`config.mk`:
```
export PLATFORM = sky130hd
export DESIGN_NAME = i2s_clk_gen
export DESIGN_NICKNAME = d
export VERILOG_FILES = /design/src/rtl/i2s_pkg.sv /design/src/rtl/i2s_div_ctr.sv /design/src/rtl/i2s_clk_gen.sv
export SDC_FILE = /design/constraint.sdc
export NUM_CORES = 1
export LEC_CHECK = 0
export BUFFER_PORTS_ARGS = -buffer_cell sky130_fd_sc_hd__buf_2
export CORE_AREA = 2 2 62 47
export DETAILED_ROUTE_END_ITERATION = 12
export DIE_AREA = 0 0 64 49
export PLACE_DENSITY = 0.68
export REMOVE_ABC_BUFFERS = 1
export SYNTH_ARGS = -nofsm -noshare
export SYNTH_HDL_FRONTEND = slang
export SYNTH_HIERARCHICAL = 1
export SYNTH_SLANG_ARGS = --single-unit
```
`constraint.sdc`:
```
create_clock -name clk -period 2.6 [get_ports clk]
set_clock_uncertainty 0.05 [all_clocks]
set_input_delay 0 -clock clk [delete_from_list [all_inputs] [get_ports clk]]
set_output_delay 0 -clock clk [all_outputs]
set_load 0.05 [all_outputs]
```
`src/rtl/i2s_pkg.sv`:
```
// Shared constants, slot-width helper and FSM state type for the I2S clock generator.
package i2s_pkg;

    localparam int I2S_MCLK_DIV    = 4;
    localparam int I2S_SCLK_DIV    = 8;
    localparam int I2S_BITS_PER_CH = 32;

    function automatic int slot_width(input int bits_per_ch);
        return $clog2(2 * bits_per_ch);
    endfunction

    typedef enum logic [1:0] {IDLE, RUN, DRAIN} i2s_state_t;

endpackage

```
`src/rtl/i2s_div_ctr.sv`:
```
// Modulo-DIV counter with a single strobe that fires on the edges where the
// count reaches DIV/2 and where it wraps to 0; clr holds the count at 0.
module i2s_div_ctr #(
    parameter int DIV = 4
) (
    input  logic                   clk,
    input  logic                   rst,
    input  logic                   clr,
    output logic [$clog2(DIV)-1:0] cnt,
    output logic                   tick
);

    localparam int W = $clog2(DIV);
    localparam logic [W-1:0] LAST = W'(DIV - 1);
    localparam logic [W-1:0] HALF = W'(DIV / 2);

    logic [W-1:0] cnt_next;

    always_comb begin
        cnt_next = '0;
        if (!clr && cnt != LAST) cnt_next = cnt + W'(1);
    end

    assign tick = !clr && ((cnt_next == HALF) || (cnt == LAST));

    always_ff @(posedge clk or negedge rst) begin
        if (!rst) cnt <= '0;
        else      cnt <= cnt_next;
    end

endmodule

```
`src/rtl/i2s_clk_gen.sv`:
```
// I2S master clock generator: free-running mclk, frame-aligned gated sclk/lrck,
// and clk-domain strobes for the receive/transmit stages.
module i2s_clk_gen
    import i2s_pkg::*;
#(
    parameter int MCLK_DIV    = I2S_MCLK_DIV,
    parameter int SCLK_DIV    = I2S_SCLK_DIV,
    parameter int BITS_PER_CH = I2S_BITS_PER_CH
) (
    input  logic                                clk,
    input  logic                                rst,
    input  logic                                en,
    output logic                                mclk,
    output logic                                sclk,
    output logic                                lrck,
    output logic                                sclk_rise,
    output logic                                sclk_fall,
    output logic                                frame_start,
    output logic [slot_width(BITS_PER_CH)-1:0]  slot,
    output logic                                busy
);

    localparam int P     = MCLK_DIV * SCLK_DIV;
    localparam int NSLOT = 2 * BITS_PER_CH;
    localparam int SW    = slot_width(BITS_PER_CH);
    localparam int MW    = $clog2(MCLK_DIV);
    localparam int PW    = $clog2(P);
    localparam logic [SW-1:0] SLOT_LAST  = SW'(NSLOT - 1);
    localparam logic [SW-1:0] SLOT_RIGHT = SW'(BITS_PER_CH);
    localparam logic [PW-1:0] PH_HALF    = PW'(P / 2);

    i2s_state_t    state, state_next;
    logic [MW-1:0] mclk_cnt;
    logic          mclk_tick, mclk_pre;
    logic [PW-1:0] ph_cnt;
    logic          ph_tick, ph_clr;
    logic          rise_evt, fall_evt, last_fall;
    logic [SW-1:0] slot_inc, slot_n;
    logic          sclk_n, lrck_n, rise_n, fall_n, fs_n, busy_n;

    i2s_div_ctr #(.DIV(MCLK_DIV)) u_mclk_ctr (
        .clk (clk),
        .rst (rst),
        .clr (1'b0),
        .cnt (mclk_cnt),
        .tick(mclk_tick)
    );

    assign ph_clr = (state == IDLE);

    i2s_div_ctr #(.DIV(P)) u_phase_ctr (
        .clk (clk),
        .rst (rst),
        .clr (ph_clr),
        .cnt (ph_cnt),
        .tick(ph_tick)
    );

    // A tick seen from the upper half of the phase is the wrap, i.e. the sclk fall.
    assign fall_evt  = ph_tick && (ph_cnt >= PH_HALF);
    assign rise_evt  = ph_tick && (ph_cnt <  PH_HALF);
    assign last_fall = fall_evt && (slot == SLOT_LAST);
    assign slot_inc  = (slot == SLOT_LAST) ? '0 : slot + SW'(1);

    always_ff @(posedge clk or negedge rst) begin
        if (!rst) state <= IDLE;
        else      state <= state_next;
    end

    always_comb begin
        state_next = state;
        case (state)
            IDLE:       if (en && mclk_cnt == '0) state_next = RUN;
            RUN, DRAIN: if (!en) state_next = last_fall ? IDLE : DRAIN;
                        else     state_next = RUN;
            default:    state_next = IDLE;
        endcase
    end

    always_comb begin
        sclk_n = sclk;
        lrck_n = lrck;
        slot_n = slot;
        rise_n = 1'b0;
        fall_n = 1'b0;
        fs_n   = 1'b0;
        busy_n = (state_next != IDLE);
        if (state == IDLE) begin
            sclk_n = 1'b0;
            lrck_n = 1'b0;
            slot_n = '0;
        end else if (rise_evt) begin
            sclk_n = 1'b1;
            rise_n = 1'b1;
        end else if (fall_evt) begin
            sclk_n = 1'b0;
            fall_n = 1'b1;
            if (state_next == IDLE) begin
                lrck_n = 1'b0;
                slot_n = '0;
            end else begin
                slot_n = slot_inc;
                lrck_n = (slot_inc >= SLOT_RIGHT);
                fs_n   = (slot_inc == '0);
            end
        end
    end

    // mclk_pre leads by one cycle so the registered mclk first rises MCLK_DIV/2 edges after reset.
    always_ff @(posedge clk or negedge rst) begin
        if (!rst) begin
            mclk_pre    <= 1'b0;
            mclk        <= 1'b0;
            sclk        <= 1'b0;
            lrck        <= 1'b0;
            sclk_rise   <= 1'b0;
            sclk_fall   <= 1'b0;
            frame_start <= 1'b0;
            slot        <= '0;
            busy        <= 1'b0;
        end else begin
            mclk_pre    <= mclk_pre ^ mclk_tick;
            mclk        <= mclk_pre;
            sclk        <= sclk_n;
            lrck        <= lrck_n;
            sclk_rise   <= rise_n;
            sclk_fall   <= fall_n;
            frame_start <= fs_n;
            slot        <= slot_n;
            busy        <= busy_n;
        end
    end

endmodule

```
# Yosys cells after proc, flatten, opt, wreduce, memory -nomap -nowiden
# Cells that the tools add are included.
# classes
n_mux,27
n_eq_ne,10
add_sub_neg,3
order_cmp,3
n_bitwise,1
n_reduce_logical,18
# op_table
cell,count
$mux W6,5
$mux W1,16
$eq A5 B5 Y1 const B,2
$mux W2,4
$add A6 B1 Y6 const B,1
$eq A2 B2 Y1 const B,3
$eq A6 B6 Y1 const B,1
$ge A6 B6 Y1 const B,1
$logic_and A1 B1 Y1,6
$logic_not A2 Y1,3
$logic_not A6 Y1,1
$add A5 B1 Y5 const B,1
$ge A5 B5 Y1 const B,1
$lt A5 B5 Y1 const B,1
$mux W5,1
$ne A5 B5 Y1 const B,1
$pmux W2 S2,1
$reduce_bool A2 Y1,2
$reduce_bool A3 Y1,1
$add A2 B1 Y2 const B,1
$eq A2 B1 Y1 const B,1
$logic_or A1 B1 Y1,2
$ne A2 B1 Y1 const B,1
$ne A2 B2 Y1 const B,1
other kinds (4),4
# totals
output_inout_bits,13
inputBits,3
reg_bits,23
elab_cells,74

# Longest topological paths before layout
# Gate-level depths: netlist of run 1.
# depth
word_depth,17
depth_mapped,10
mapped_depth_nobuf,10

# Modules after synthesis
# The synthesis of run 1 kept the hierarchy.
# modules_own_cells
module,instances,seq_area_each_um2,cells_each,area_each_um2
i2s_clk_gen,1,400.4,77,802.0
i2s_div_ctr at u_phase_ctr,1,125.1,19,249.0
i2s_div_ctr at u_mclk_ctr,1,50.0,7,88.8

# Least setup slack after synthesis of run 1
# No wires, ideal clock.
# synth_timing
path_type,register -> register
start,register u_phase_ctr.cnt[0]
end,register slot[4]
period_less_slack_ns,2.540
arrival_ns,2.360
path_slack_ns,0.060
stages_incl_launch_ff,11
setup_ns,0.131
path_buffers,0
required_ns,2.419
path_cell_list,dfrtp_1 ha_1 and3_2 ha_1 nand3b_1 o41ai_2 nand2_1 o311ai_4 a31oi_4 a22oi_1 nor2_1
# synth_via
elab_chain_len,16
elab_cells_between_ends,24
classes_between,1 x add/sub; 2 x order compare; 4 x eq/ne; 8 x mux; 9 x reduce/logical
# synth_lines
item,line_no,rtl
start: declaration,i2s_div_ctr.sv:9,"output logic [$clog2(DIV)-1:0] cnt,"
start signal: assignment,i2s_div_ctr.sv:28,else cnt <= cnt_next;
branches (longest 4 deep; another with $add A5 B1 Y5),--,
$logic_or A1 B1 Y1 *,i2s_div_ctr.sv:24,assign tick = !clr && ((cnt_next == HALF) || (cnt == LAST));
$logic_and A1 B1 Y1 *,i2s_div_ctr.sv:24,
net ph_tick,i2s_clk_gen.sv:36,"logic ph_tick, ph_clr;"
$logic_and A1 B1 Y1,i2s_clk_gen.sv:60,assign fall_evt = ph_tick && (ph_cnt >= PH_HALF);
$logic_and A1 B1 Y1,i2s_clk_gen.sv:62,assign last_fall = fall_evt && (slot == SLOT_LAST);
$mux W2 (2 in series),i2s_clk_gen.sv:74,"RUN, DRAIN: if (!en) state_next = last_fall ? IDLE : DRAIN;"
$pmux W2 S2,i2s_clk_gen.sv:72,case (state)
$logic_not A2 Y1,i2s_clk_gen.sv:98,if (state_next == IDLE) begin
$mux W6,i2s_clk_gen.sv:98,
$mux W6,i2s_clk_gen.sv:95,end else if (fall_evt) begin
$mux W6,i2s_clk_gen.sv:92,end else if (rise_evt) begin
$mux W6,i2s_clk_gen.sv:88,if (state == IDLE) begin
end signal: assignment,i2s_clk_gen.sv:129,slot <= slot_n;
end: declaration,i2s_clk_gen.sv:19,"output logic [slot_width(BITS_PER_CH)-1:0] slot,"
# Mark *: on every way through the listed nets, which the timed path passes. The select of a mux whose other input is x is not followed.
# A chain may end at the register's enable or synchronous reset.

# Worst setup path after layout of run 1
# layout_timing
start,register u_phase_ctr.cnt[0]
end,register frame_start
# layout_via
elab_chain_len,16
elab_cells_between_ends,21
classes_between,1 x add/sub; 2 x order compare; 3 x eq/ne; 8 x mux; 7 x reduce/logical
# layout_lines
item,line_no,rtl
branches (longest 4 deep; another with $add A5 B1 Y5),--,
$logic_or A1 B1 Y1 *,i2s_div_ctr.sv:24,
$logic_and A1 B1 Y1 *,i2s_div_ctr.sv:24,
net ph_tick,i2s_clk_gen.sv:36,
$logic_and A1 B1 Y1,i2s_clk_gen.sv:60,
$logic_and A1 B1 Y1,i2s_clk_gen.sv:62,
$mux W2 (2 in series),i2s_clk_gen.sv:74,
$pmux W2 S2,i2s_clk_gen.sv:72,
$logic_not A2 Y1,i2s_clk_gen.sv:98,
$mux W1,i2s_clk_gen.sv:98,
$mux W1,i2s_clk_gen.sv:95,
$mux W1 *,i2s_clk_gen.sv:92,
$mux W1 *,i2s_clk_gen.sv:88,
net fs_n,i2s_clk_gen.sv:39,"logic sclk_n, lrck_n, rise_n, fall_n, fs_n, busy_n;"
end signal: assignment,i2s_clk_gen.sv:128,frame_start <= fs_n;
end: declaration,i2s_clk_gen.sv:18,"output logic frame_start,"
# Mark *: on every way through the listed nets, which the timed path passes.

==> reports/metrics.csv, run 1 <==
stage;metric;value;unit
setup_path;CP cell instances;ha_2 -> and3_4 -> ha_4 -> nand3b_1 -> o41ai_2 -> nand2_1 -> o311ai_4 -> a31oi_4 -> and4b_1;
timing;RSZ-0062 raised after global routing;yes;
synthesis;fraction of registers with async set/reset;100;%
floorplan;Rows;16;
power;combinational power share;41.2;%
cts;clk buf depth;2;
placement;Placed Instances;159;
power;switching part of the total;39.9;%
setup_path;critical path type;reg -> reg;
layout;Final nets;141;
route;router iterations before antenna repair;4;
setup_path;Worst EP required;2770;ps
layout;share of cells above drive strength 1;32.8;%
synthesis;library cells used by synthesis;36;
synthesis;number of enable flip-flop cells after synthesis;0;
timing;fin crit period;2540;ps
synthesis;share of the yosys chip area belonging to registers;50.5;%
setup_path;critical path arrival;2710;ps
cts;Worst-Skew Late Latency;320;ps
setup_path;crit path max fanout;8;
grt;number of global-route vias before repair;792;
synthesis;Syn Inst Count;103;
layout;Final Non-Filler Cells;167;
setup_path;origin of the worst setup path;u_phase_ctr/cnt[0]$_DFF_PN0_;
floorplan;full die area;0.00314;mm2
cts;clock root buffer;clkbuf_4;
grt;largest net degree at the start of global routing;24;
placement;GPL Wtd Cong;0.774;
power;Peak VDD IR;0.000305;V
power;Flop pwr share;43.2;%
hold_path;worst min path class;in -> async;
setup_path;slowest stage delay, CP;410;ps
cts;Clk pin slew, worst setup/hold paths;130;ps
floorplan;Die Width;64;um
route;routed len/inst;13.2;um
setup_path;Setup crit end kind;flop;
synthesis;synth top area cells;dfrtp_1 50%, ha_1 6.6%, nor2_1 3.3%;
power;P_leak;0.674;nW
route;final wirelength;2210;um
grt;antenna violations before repair;0;
timing;relative slew slack;66.2;%
layout;Area growth syn-to-layout;23.1;%
power;Switch Pwr;0.000433;W
synthesis;cell taking the most area after synthesis;dfrtp_1;
synthesis;synthesized area;0.00114;mm2
route;1st-iter DRT viols;14;
synthesis;Synth top area share;50.5;%
floorplan;# IOs;16;
flow_run;maxcap violations;0;
timing;Final Cycle Share;97.7;%
route;drt via density;5.28;
cts;TritonCTS buffer count;3;
timing;FMAX;394;MHz
synthesis;Main synth FF type;dfrtp_1;
setup_path;CP max stage cell;dfrtp_1;
timing;max-slew violations;0;
placement;dpl hpwl;1570;um
cts;TritonCTS Sinks;23;
route;# DRC;0;
route;Vias;882;
power;Cell Pwr Density;774;mW/mm2
timing;final hold vios;0;
floorplan;CORE AREA;0.00258;mm2
grt;first-pass GRT wire length;3600;um
synthesis;total number of yosys warnings;6;
layout;filler instances;233;
cts;H-tree Lvls;1;
grt;Total Routing Usage GR;15.1;%
cts;CTS tree;built;
power;Internal;0.000652;W
route;ANT nets after route;0;
grt;Overflow after GRT;0;
layout;fin util;54.3;%
status;outcome;complete, no violations;
power;Clk pwr share;15.7;%
floorplan;Die Y;49;um
floorplan;initial core utilization;44.1;%
synthesis;Syn Area/Cell;11.1;um2
setup_path;Reg2Reg Launch Point;u_phase_ctr/cnt[0]$_DFF_PN0_;
setup_path;CP startpoint kind;flop;
layout;Diodes inserted;0;
timing;Worst-Margin Slew;499;ps
synthesis;register bit total from synthesis;23;
placement;input/output buffers;15;
timing;setup-violating endpoint count in the final report;0;
==> cell usage after synthesis, types with 2 or more instances <==
cell / count
dfrtp_1: 23
nor2_1: 10
nand2_1: 9
a21oi_1: 6
ha_1: 6
nor3_1: 6
nand3_1: 4
a22oi_1: 3
inv_1: 3
nand3b_1: 3
nor3b_1: 3
nand2b_1: 2
xnor2_1: 2
==> cell usage in the layout, fill, tap and decap left out, types with 2 or more instances in the layout <==
master	netlist	layout
dfrtp_1	23	23
buf_2	0	15
nor2_1	10	10
nand2_1	9	9
buf_4	0	7
a21oi_1	6	6
nand3_1	4	4
nor3_1	6	4
ha_1	6	4
inv_1	3	3
nor3_2	1	3
a22oi_2	0	3
nand3b_1	3	3
clkbuf_4	0	3
conb_1	1	3
nor3b_1	3	3
nand2b_1	2	2
dlygate4sd3_1	0	2
xnor2_1	2	2
==> state kept, by name, indices dropped and copies added (netlist names) <==
signal and count:
mclk 1, lrck 1, busy 1, sclk 1
sclk_rise 1, frame_start 1, u_mclk_ctr/cnt 2, slot 6
mclk_pre 1, u_phase_ctr/cnt 5, state 2, sclk_fall 1
==> path summary, 6_finish.rpt <==
path	end	slack [ps]	depth (start not counted)
worst min register to register	mclk$_DFF_PN0_	380	0
max in group asynchronous	lrck$_DFFE_PN0P_	2030	2
worst max register to register	frame_start$_DFF_PN0_	60	9
min in group clk	mclk$_DFF_PN0_	380	0
worst max-delay path	frame_start$_DFF_PN0_	60	9
worst min-delay path	u_phase_ctr/cnt[0]$_DFF_PN0_	110	2
==> routing by layer <==
layer | routed length, um | vias up | share of wire (%) | global-route usage [%]
met2 | 1080 | 17 | 49 | 25.3
met4 | 10 | 0 | 0.45 | 4.35
li1 | - | 430 | - | -
met3 | 94 | 2 | 4.2 | 5.08
met1 | 1030 | 433 | 47 | 18.6
met5 | 0 | - | 0 | 0
==> cell type report <==
type                            count  area (um2)  share of cell area [%]
Clock inverter                      1        5.00                   0.357
Timing Repair Buffer               24         148                    10.5
Multi-Input combinational cell     77         596                    42.5
Sequential cell                    23         576                    41.0
Clock buffer                        3        22.5                    1.61
Inverter                            3        11.3                   0.803
Tap cell                           36        45.0                    3.21
==> critical path: cells and delay by family, from the launching register on <==
kind            cells  cell delay (ps)
compound gates      3              830
simple gates        4              680
fa+ha+maj           2              460
flops               1              410
==> stage by stage <==
step	setup WS (ps)	hold WS (ps)	setup TNS [ps]	cell area (um2)	power [W]
after floorplan	-120	-346	-764	1140	0.000778
after global placement	124	-50.2	0	1300	0.000881
after detailed placement	50.3	-40.1	0	1300	0.000899
after CTS	12.1	124	0	1340	0.00107
after global routing	-51.1	150	-152	1400	0.00116
final	59.9	115	0	1400	0.00109
==> repair_timing <==
action                     in CTS  in global routing
buffers inserted                0                  2
hold buffers                    2                  0
hold endpoints to repair       25                  0
gates resized for setup         0                  8
setup endpoints to repair       0                  8
==> cell families (layout without fill, tap and decap cells) <==
logic type | Yosys count | in the layout | synth area share [%]
compound gates | 17 | 17 | 14.2
xor+xnor | 3 | 3 | 2.31
fa+ha+maj | 6 | 6 | 6.59
buf+inv | 5 | 31 | 1.76
flops | 23 | 23 | 50.5
mux | 2 | 2 | 1.87
other cells | 1 | 3 | 0.329
simple gates | 46 | 46 | 22.5
==> power by group through the flow <==
stage                     combinational [W]  clock (W)  sequential [W]
after floorplan                    0.000255          0        0.000523
after global placement             0.000412          0        0.000469
after detailed placement           0.000425          0        0.000474
after CTS                          0.000427   0.000179        0.000466
after global routing               0.000489   0.000192        0.000478
final                              0.000447   0.000170        0.000468
(Power assumes the default switching activity.)
==> inputs of run 2 (changes only) <==
--- a/config.mk
+++ b/config.mk
@@ -6,10 +6,10 @@
 export NUM_CORES = 1
 export LEC_CHECK = 0
 export BUFFER_PORTS_ARGS = -buffer_cell sky130_fd_sc_hd__buf_2
-export CORE_AREA = 2 2 62 47
+export CORE_AREA = 4 4 46 68
 export DETAILED_ROUTE_END_ITERATION = 12
-export DIE_AREA = 0 0 64 49
-export PLACE_DENSITY = 0.68
+export DIE_AREA = 0 0 50 72
+export PLACE_DENSITY = 0.67
 export REMOVE_ABC_BUFFERS = 1
 export SYNTH_ARGS = -nofsm -noshare
 export SYNTH_HDL_FRONTEND = slang
==> reports/metrics.csv, run 2 (synthesized netlist as in run 1, its figures left out) <==
stage;metric;value;unit;change
status;outcome;complete, no violations;;unchanged
grt;largest net degree at the start of global routing;24;;unchanged
floorplan;# IOs;16;;unchanged
grt;Overflow after GRT;0;;unchanged
route;final wirelength;2150;um;was 2210 um
cts;clock root buffer;clkbuf_8;;was clkbuf_4
setup_path;crit path max fanout;8;;unchanged
timing;post-layout worst setup margin;151;ps;was 59.9 ps
layout;largest registers;slot x6, u_phase_ctr/cnt x5;;unchanged
timing;fin crit period;2450;ps;was 2540 ps
timing;Worst-Margin Slew;527;ps;was 499 ps
route;ANT nets after route;0;;unchanged
layout;share of cells above drive strength 1;28.3;%;was 32.8%
placement;dpl hpwl;1590;um;was 1570 um
setup_path;Worst EP required;2700;ps;was 2770 ps
floorplan;Rows;23;;was 16
cts;clk buf depth;2;;unchanged
layout;max reg flops;6;;unchanged
timing;setup-violating endpoint count in the final report;0;;unchanged
route;routed len/inst;13.1;um;was 13.2 um
timing;final hold vios;0;;unchanged
timing;relative slew slack;64.3;%;was 66.2%
timing;setup TNS;0;ps;unchanged
power;Peak VDD IR;0.000441;V;was 0.000305 V
cts;TritonCTS buffer count;3;;unchanged
cts;CTS tree;built;;unchanged
flow_run;maxcap violations;0;;unchanged
layout;commonest non-fill, non-tap cell in the layout;dfrtp_1;;unchanged
cts;H-tree Lvls;1;;unchanged
floorplan;full die area;0.00360;mm2;was 0.00314 mm2
route;# DRC;0;;unchanged
floorplan;Die Width;50;um;was 64 um
timing;FMAX;408;MHz;was 394 MHz
route;1st-iter DRT viols;28;;was 14
route;router iterations before antenna repair;4;;unchanged
cts;Worst-Skew Late Latency;260;ps;was 320 ps
grt;first-pass GRT wire length;3840;um;was 3600 um
layout;Area growth syn-to-layout;20.2;%;was 23.1%
timing;max-slew violations;0;;unchanged
floorplan;CORE AREA;0.00262;mm2;was 0.00258 mm2
layout;Diodes inserted;0;;unchanged
power;Cell Pwr Density;806;mW/mm2;was 774 mW/mm2
route;drt via density;5.18;;was 5.28
setup_path;CP startpoint kind;flop;;unchanged
timing;Final Cycle Share;94.2;%;was 97.7%
floorplan;Die Y;72;um;was 49 um
placement;input/output buffers;15;;unchanged
placement;GPL Wtd Cong;0.799;;was 0.774
cts;Clk pin slew, worst setup/hold paths;80;ps;was 130 ps
power;P_leak;0.661;nW;was 0.674 nW
grt;Total Routing Usage GR;13.6;%;was 15.1%
placement;pre-CTS setup slack;-2.67;ps;was 50.3 ps
route;Vias;850;;was 882
layout;Most flops, register;slot;;unchanged
layout;fin util;52.3;%;was 54.3%
layout;Final nets;137;;was 141
grt;number of global-route vias before repair;919;;was 792
setup_path;Setup crit end kind;flop;;unchanged
setup_path;critical path arrival;2550;ps;was 2710 ps
hold_path;worst min path class;in -> reg;;was in -> async
grt;antenna violations before repair;0;;unchanged
setup_path;critical path type;reg -> reg;;unchanged
cts;TritonCTS Sinks;23;;unchanged
layout;most frequent cells in the layout;23 x dfrtp_1, 15 x buf_2, 10 x nor2_1;;unchanged
floorplan;initial core utilization;43.5;%;was 44.1%
## run 2: power breakdown
group	internal, W	switching, W
clock	0.000107	0.000110
combinational	0.000158	0.000261
sequential	0.000424	0.0000438
total	0.000688	0.000416
## run 2: layer usage
layer	part of all wire [%]	GRT usage, %
met5	0	0
met4	2.0	9.23
met3	3.2	2.05
met2	53	22.7
met1	42	16.0
## run 2: path summary, 6_finish.rpt
path	from	end	slack [ps]	depth (start not counted)
worst min-delay path	en	state[0]$_DFF_PN0_	60	3
max in group asynchronous	rst	mclk$_DFF_PN0_	1980	2
min in group asynchronous	rst	u_phase_ctr/cnt[2]$_DFF_PN0_	180	2
worst min register to register	mclk_pre$_DFF_PN0_	mclk$_DFF_PN0_	360	0
worst max register to register	u_phase_ctr/cnt[0]$_DFF_PN0_	slot[4]$_DFFE_PN0P_	150	10
worst max-delay path	u_phase_ctr/cnt[0]$_DFF_PN0_	slot[4]$_DFFE_PN0P_	150	10
## run 2: timing repair
item	in CTS	in global routing
endpoints found under the setup margin	6	8
hold endpoints to repair	23	0
resized for setup	1	4
buffers inserted	0	1
hold buffers	1	0
pin swaps	3	2
## run 2: through the flow
| step | hold WS, ps | power (W) | instances | cell area (um2) |
|---|---|---|---|---|
| after floorplan | -346 | 0.000778 | 103 | 1140 |
| after global placement | -56.9 | 0.000865 | 158 | 1280 |
| after detailed placement | -46.6 | 0.000882 | 158 | 1280 |
| after CTS | 49.5 | 0.00111 | 163 | 1340 |
| after global routing | 78.4 | 0.00118 | 164 | 1370 |
| final | 59.3 | 0.00110 | 164 | 1370 |
## run 2: critical path, stage by stage (launching register included)
cell	delay [ps]
dfrtp_1	420
ha_2	210
and3_4	180
ha_4	260
nand3b_1	80
o41ai_2	250
nand2_1	160
o311ai_4	290
a31oi_4	190
a22oi_2	190
nor2_1	50
## run 2: cell type report
type,instances,area [um2]
fillers,234,1250
well taps,37,46.3
inverters,3,11.3
repair buffers,20,115
clock inverters,1,5.00
flip-flops and latches,23,576
clock buffers,3,41.3
multi-input cells,77,576
==> inputs of run 3 (changes only) <==
--- a/config.mk
+++ b/config.mk
@@ -9,6 +9,7 @@
 export CORE_AREA = 4 4 46 68
 export DETAILED_ROUTE_END_ITERATION = 12
 export DIE_AREA = 0 0 50 72
+export MAX_ROUTING_LAYER = met4
 export PLACE_DENSITY = 0.67
 export REMOVE_ABC_BUFFERS = 1
 export SYNTH_ARGS = -nofsm -noshare
==> reports/metrics.csv, run 3 (synthesized netlist as in run 1, its figures left out) <==
stage;metric;value;unit;change
setup_path;crit path max fanout;8;;unchanged
power;Flop pwr share;42.4;%;about the same
hold_path;Hold Path Origin;en;;unchanged
layout;share of cells above drive strength 1;28.3;%;unchanged
setup_path;Crit Reg-Reg Endpoint;slot[4]$_DFFE_PN0P_;;unchanged
grt;antenna violations before repair;0;;unchanged
power;P_leak;0.661;nW;unchanged
timing;FMAX;408;MHz;about the same
cts;TritonCTS Sinks;23;;unchanged
timing;max-slew violations;0;;unchanged
placement;Placed Area;0.00128;mm2;unchanged
floorplan;Rows;23;;unchanged
cts;CTS tree;built;;unchanged
route;1st-iter DRT viols;31;;was 28
power;Cell Pwr Density;806;mW/mm2;about the same
placement;Placed Instances;158;;unchanged
floorplan;initial core utilization;43.5;%;unchanged
grt;Overflow after GRT;0;;unchanged
setup_path;Setup crit end kind;flop;;unchanged
setup_path;Worst EP required;2700;ps;about the same
setup_path;Reg2Reg Launch Point;u_phase_ctr/cnt[0]$_DFF_PN0_;;unchanged
setup_path;flop-to-flop setup slack;150;ps;about the same
timing;final hold vios;0;;unchanged
cts;Worst-Skew Late Latency;260;ps;about the same
floorplan;full die area;0.00360;mm2;unchanged
layout;Final Non-Filler Cells;164;;unchanged
grt;number of global-route vias before repair;918;;was 919
layout;commonest non-fill, non-tap cell in the layout;dfrtp_1;;unchanged
cts;TritonCTS buffer count;3;;unchanged
placement;GPL Wtd Cong;0.811;;was 0.799
cts;clock root buffer;clkbuf_8;;unchanged
power;combinational power share;38.0;%;about the same
layout;max reg flops;6;;unchanged
placement;dpl hpwl;1590;um;unchanged
setup_path;Worst R2R Path Depth;10;;unchanged
timing;setup TNS;0;ps;unchanged
floorplan;Die Y;72;um;unchanged
timing;Final Cycle Share;94.2;%;about the same
route;drt via density;5.18;;unchanged
route;router iterations before antenna repair;4;;unchanged
floorplan;CORE AREA;0.00262;mm2;unchanged
setup_path;critical path type;reg -> reg;;unchanged
placement;input/output buffers;15;;unchanged
flow_run;maxcap violations;0;;unchanged
layout;Area growth syn-to-layout;20.2;%;unchanged
power;switching part of the total;37.6;%;about the same
route;final wirelength;2150;um;unchanged
route;routed len/inst;13.1;um;unchanged
power;Switch Pwr;0.000415;W;was 0.000416 W
power;Clk pwr share;19.7;%;about the same
hold_path;Hold Path Stages;3;;unchanged
timing;setup-violating endpoint count in the final report;0;;unchanged
timing;fin crit period;2450;ps;about the same
grt;Total Routing Usage GR;14.0;%;was 13.6%
route;ANT nets after route;0;;unchanged
hold_path;WHS Endpoint;state[0]$_DFF_PN0_;;unchanged
cts;Clk pin slew, worst setup/hold paths;80;ps;about the same
timing;relative slew slack;64.3;%;about the same
layout;filler instances;234;;unchanged
cts;H-tree Lvls;1;;unchanged
layout;Diodes inserted;0;;unchanged
setup_path;CP startpoint kind;flop;;unchanged
cts;clk buf depth;2;;unchanged
layout;Final nets;137;;unchanged
setup_path;critical path arrival;2550;ps;about the same
layout;largest registers;slot x6, u_phase_ctr/cnt x5;;unchanged
status;outcome;complete, no violations;;unchanged
floorplan;# IOs;16;;unchanged
route;Vias;850;;unchanged
hold_path;worst min path class;in -> reg;;unchanged
grt;largest net degree at the start of global routing;24;;unchanged
route;# DRC;0;;unchanged
layout;most frequent cells in the layout;23 x dfrtp_1, 15 x buf_2, 10 x nor2_1;;unchanged
timing;Worst-Margin Slew;527;ps;about the same
layout;design area;0.00137;mm2;unchanged
power;Internal;0.000688;W;about the same
power;Peak VDD IR;0.000440;V;was 0.000441 V
floorplan;Die Width;50;um;unchanged
grt;first-pass GRT wire length;3840;um;unchanged
layout;Most flops, register;slot;;unchanged
-- run 3: cell counts in the layout (fill, tap and decap cells not counted) --
No cell type changed its count.
-- run 3: how the worst max path moves through the flow --
stage                                 start                  end  depth (start not counted)
6_report       u_phase_ctr/cnt[0]$_DFF_PN0_  slot[4]$_DFFE_PN0P_                         10
5_1_grt        u_phase_ctr/cnt[0]$_DFF_PN0_  slot[0]$_DFFE_PN0P_                         10
4_1_cts        u_phase_ctr/cnt[0]$_DFF_PN0_  slot[4]$_DFFE_PN0P_                         10
3_5_place_dp   u_phase_ctr/cnt[0]$_DFF_PN0_  slot[4]$_DFFE_PN0P_                         10
3_3_place_gp   u_phase_ctr/cnt[0]$_DFF_PN0_  slot[2]$_DFFE_PN0P_                         10
2_1_floorplan  u_phase_ctr/cnt[0]$_DFF_PN0_  slot[0]$_DFFE_PN0P_                         10
-- run 3: critical path: stages (launching register included) --
cell and delay [ps]:
dfrtp_1 420, ha_2 210, and3_4 180, ha_4 260, nand3b_1 80, o41ai_2 250, nand2_1 160, o311ai_4 290
a31oi_4 190, a22oi_2 190, nor2_1 50
-- run 3: metrics by stage --
step	power, W	hold slack (ps)	utilization, %	worst slack (ps)
finish	0.00110	59.4	52.3	151
global route	0.00118	78.4	52.3	-7.21
CTS	0.00111	49.5	51.2	6.25
detailed placement	0.000882	-46.6	49.0	-2.67
global placement	0.000865	-56.9	49.0	105
floorplan	0.000778	-346	-	-120
-- run 3: cell type report --
class / count / area [um2] / area share, %
Clock inverter: 1 / 5.00 / 0.365
Tap cell: 37 / 46.3 / 3.38
Timing Repair Buffer: 20 / 115 / 8.40
Multi-Input combinational cell: 77 / 576 / 42.0
Clock buffer: 3 / 41.3 / 3.01
Inverter: 3 / 11.3 / 0.822
Sequential cell: 23 / 576 / 42.0
-- run 3: timing repair --
action	in CTS	in global routing
buffers inserted	0	1
gates cloned	0	0
hold buffers	1	0
setup endpoints to repair	6	8
pin swaps	3	2
hold endpoints to repair	23	0
resized for setup	1	4
-- run 3: routing by layer --
layer	track usage, %	routed length, um	vias to the layer above	share of wire [%]
li1	-	-	413	-
met5	-	0	-	0
met4	9.23	43	0	2.0
met2	22.7	1140	17	53
met1	16.1	908	414	42
met3	1.85	54	6	2.5
-- run 3: power groups by stage --
| stage | Combinational [W] | Clock [W] | Sequential, W |
|---|---|---|---|
| 2_1_floorplan | 0.000255 | 0 | 0.000523 |
| 3_3_place_gp | 0.000394 | 0 | 0.000471 |
| 3_5_place_dp | 0.000409 | 0 | 0.000473 |
| 4_1_cts | 0.000410 | 0.000228 | 0.000468 |
| 5_1_grt | 0.000455 | 0.000244 | 0.000479 |
| 6_report | 0.000419 | 0.000217 | 0.000468 |
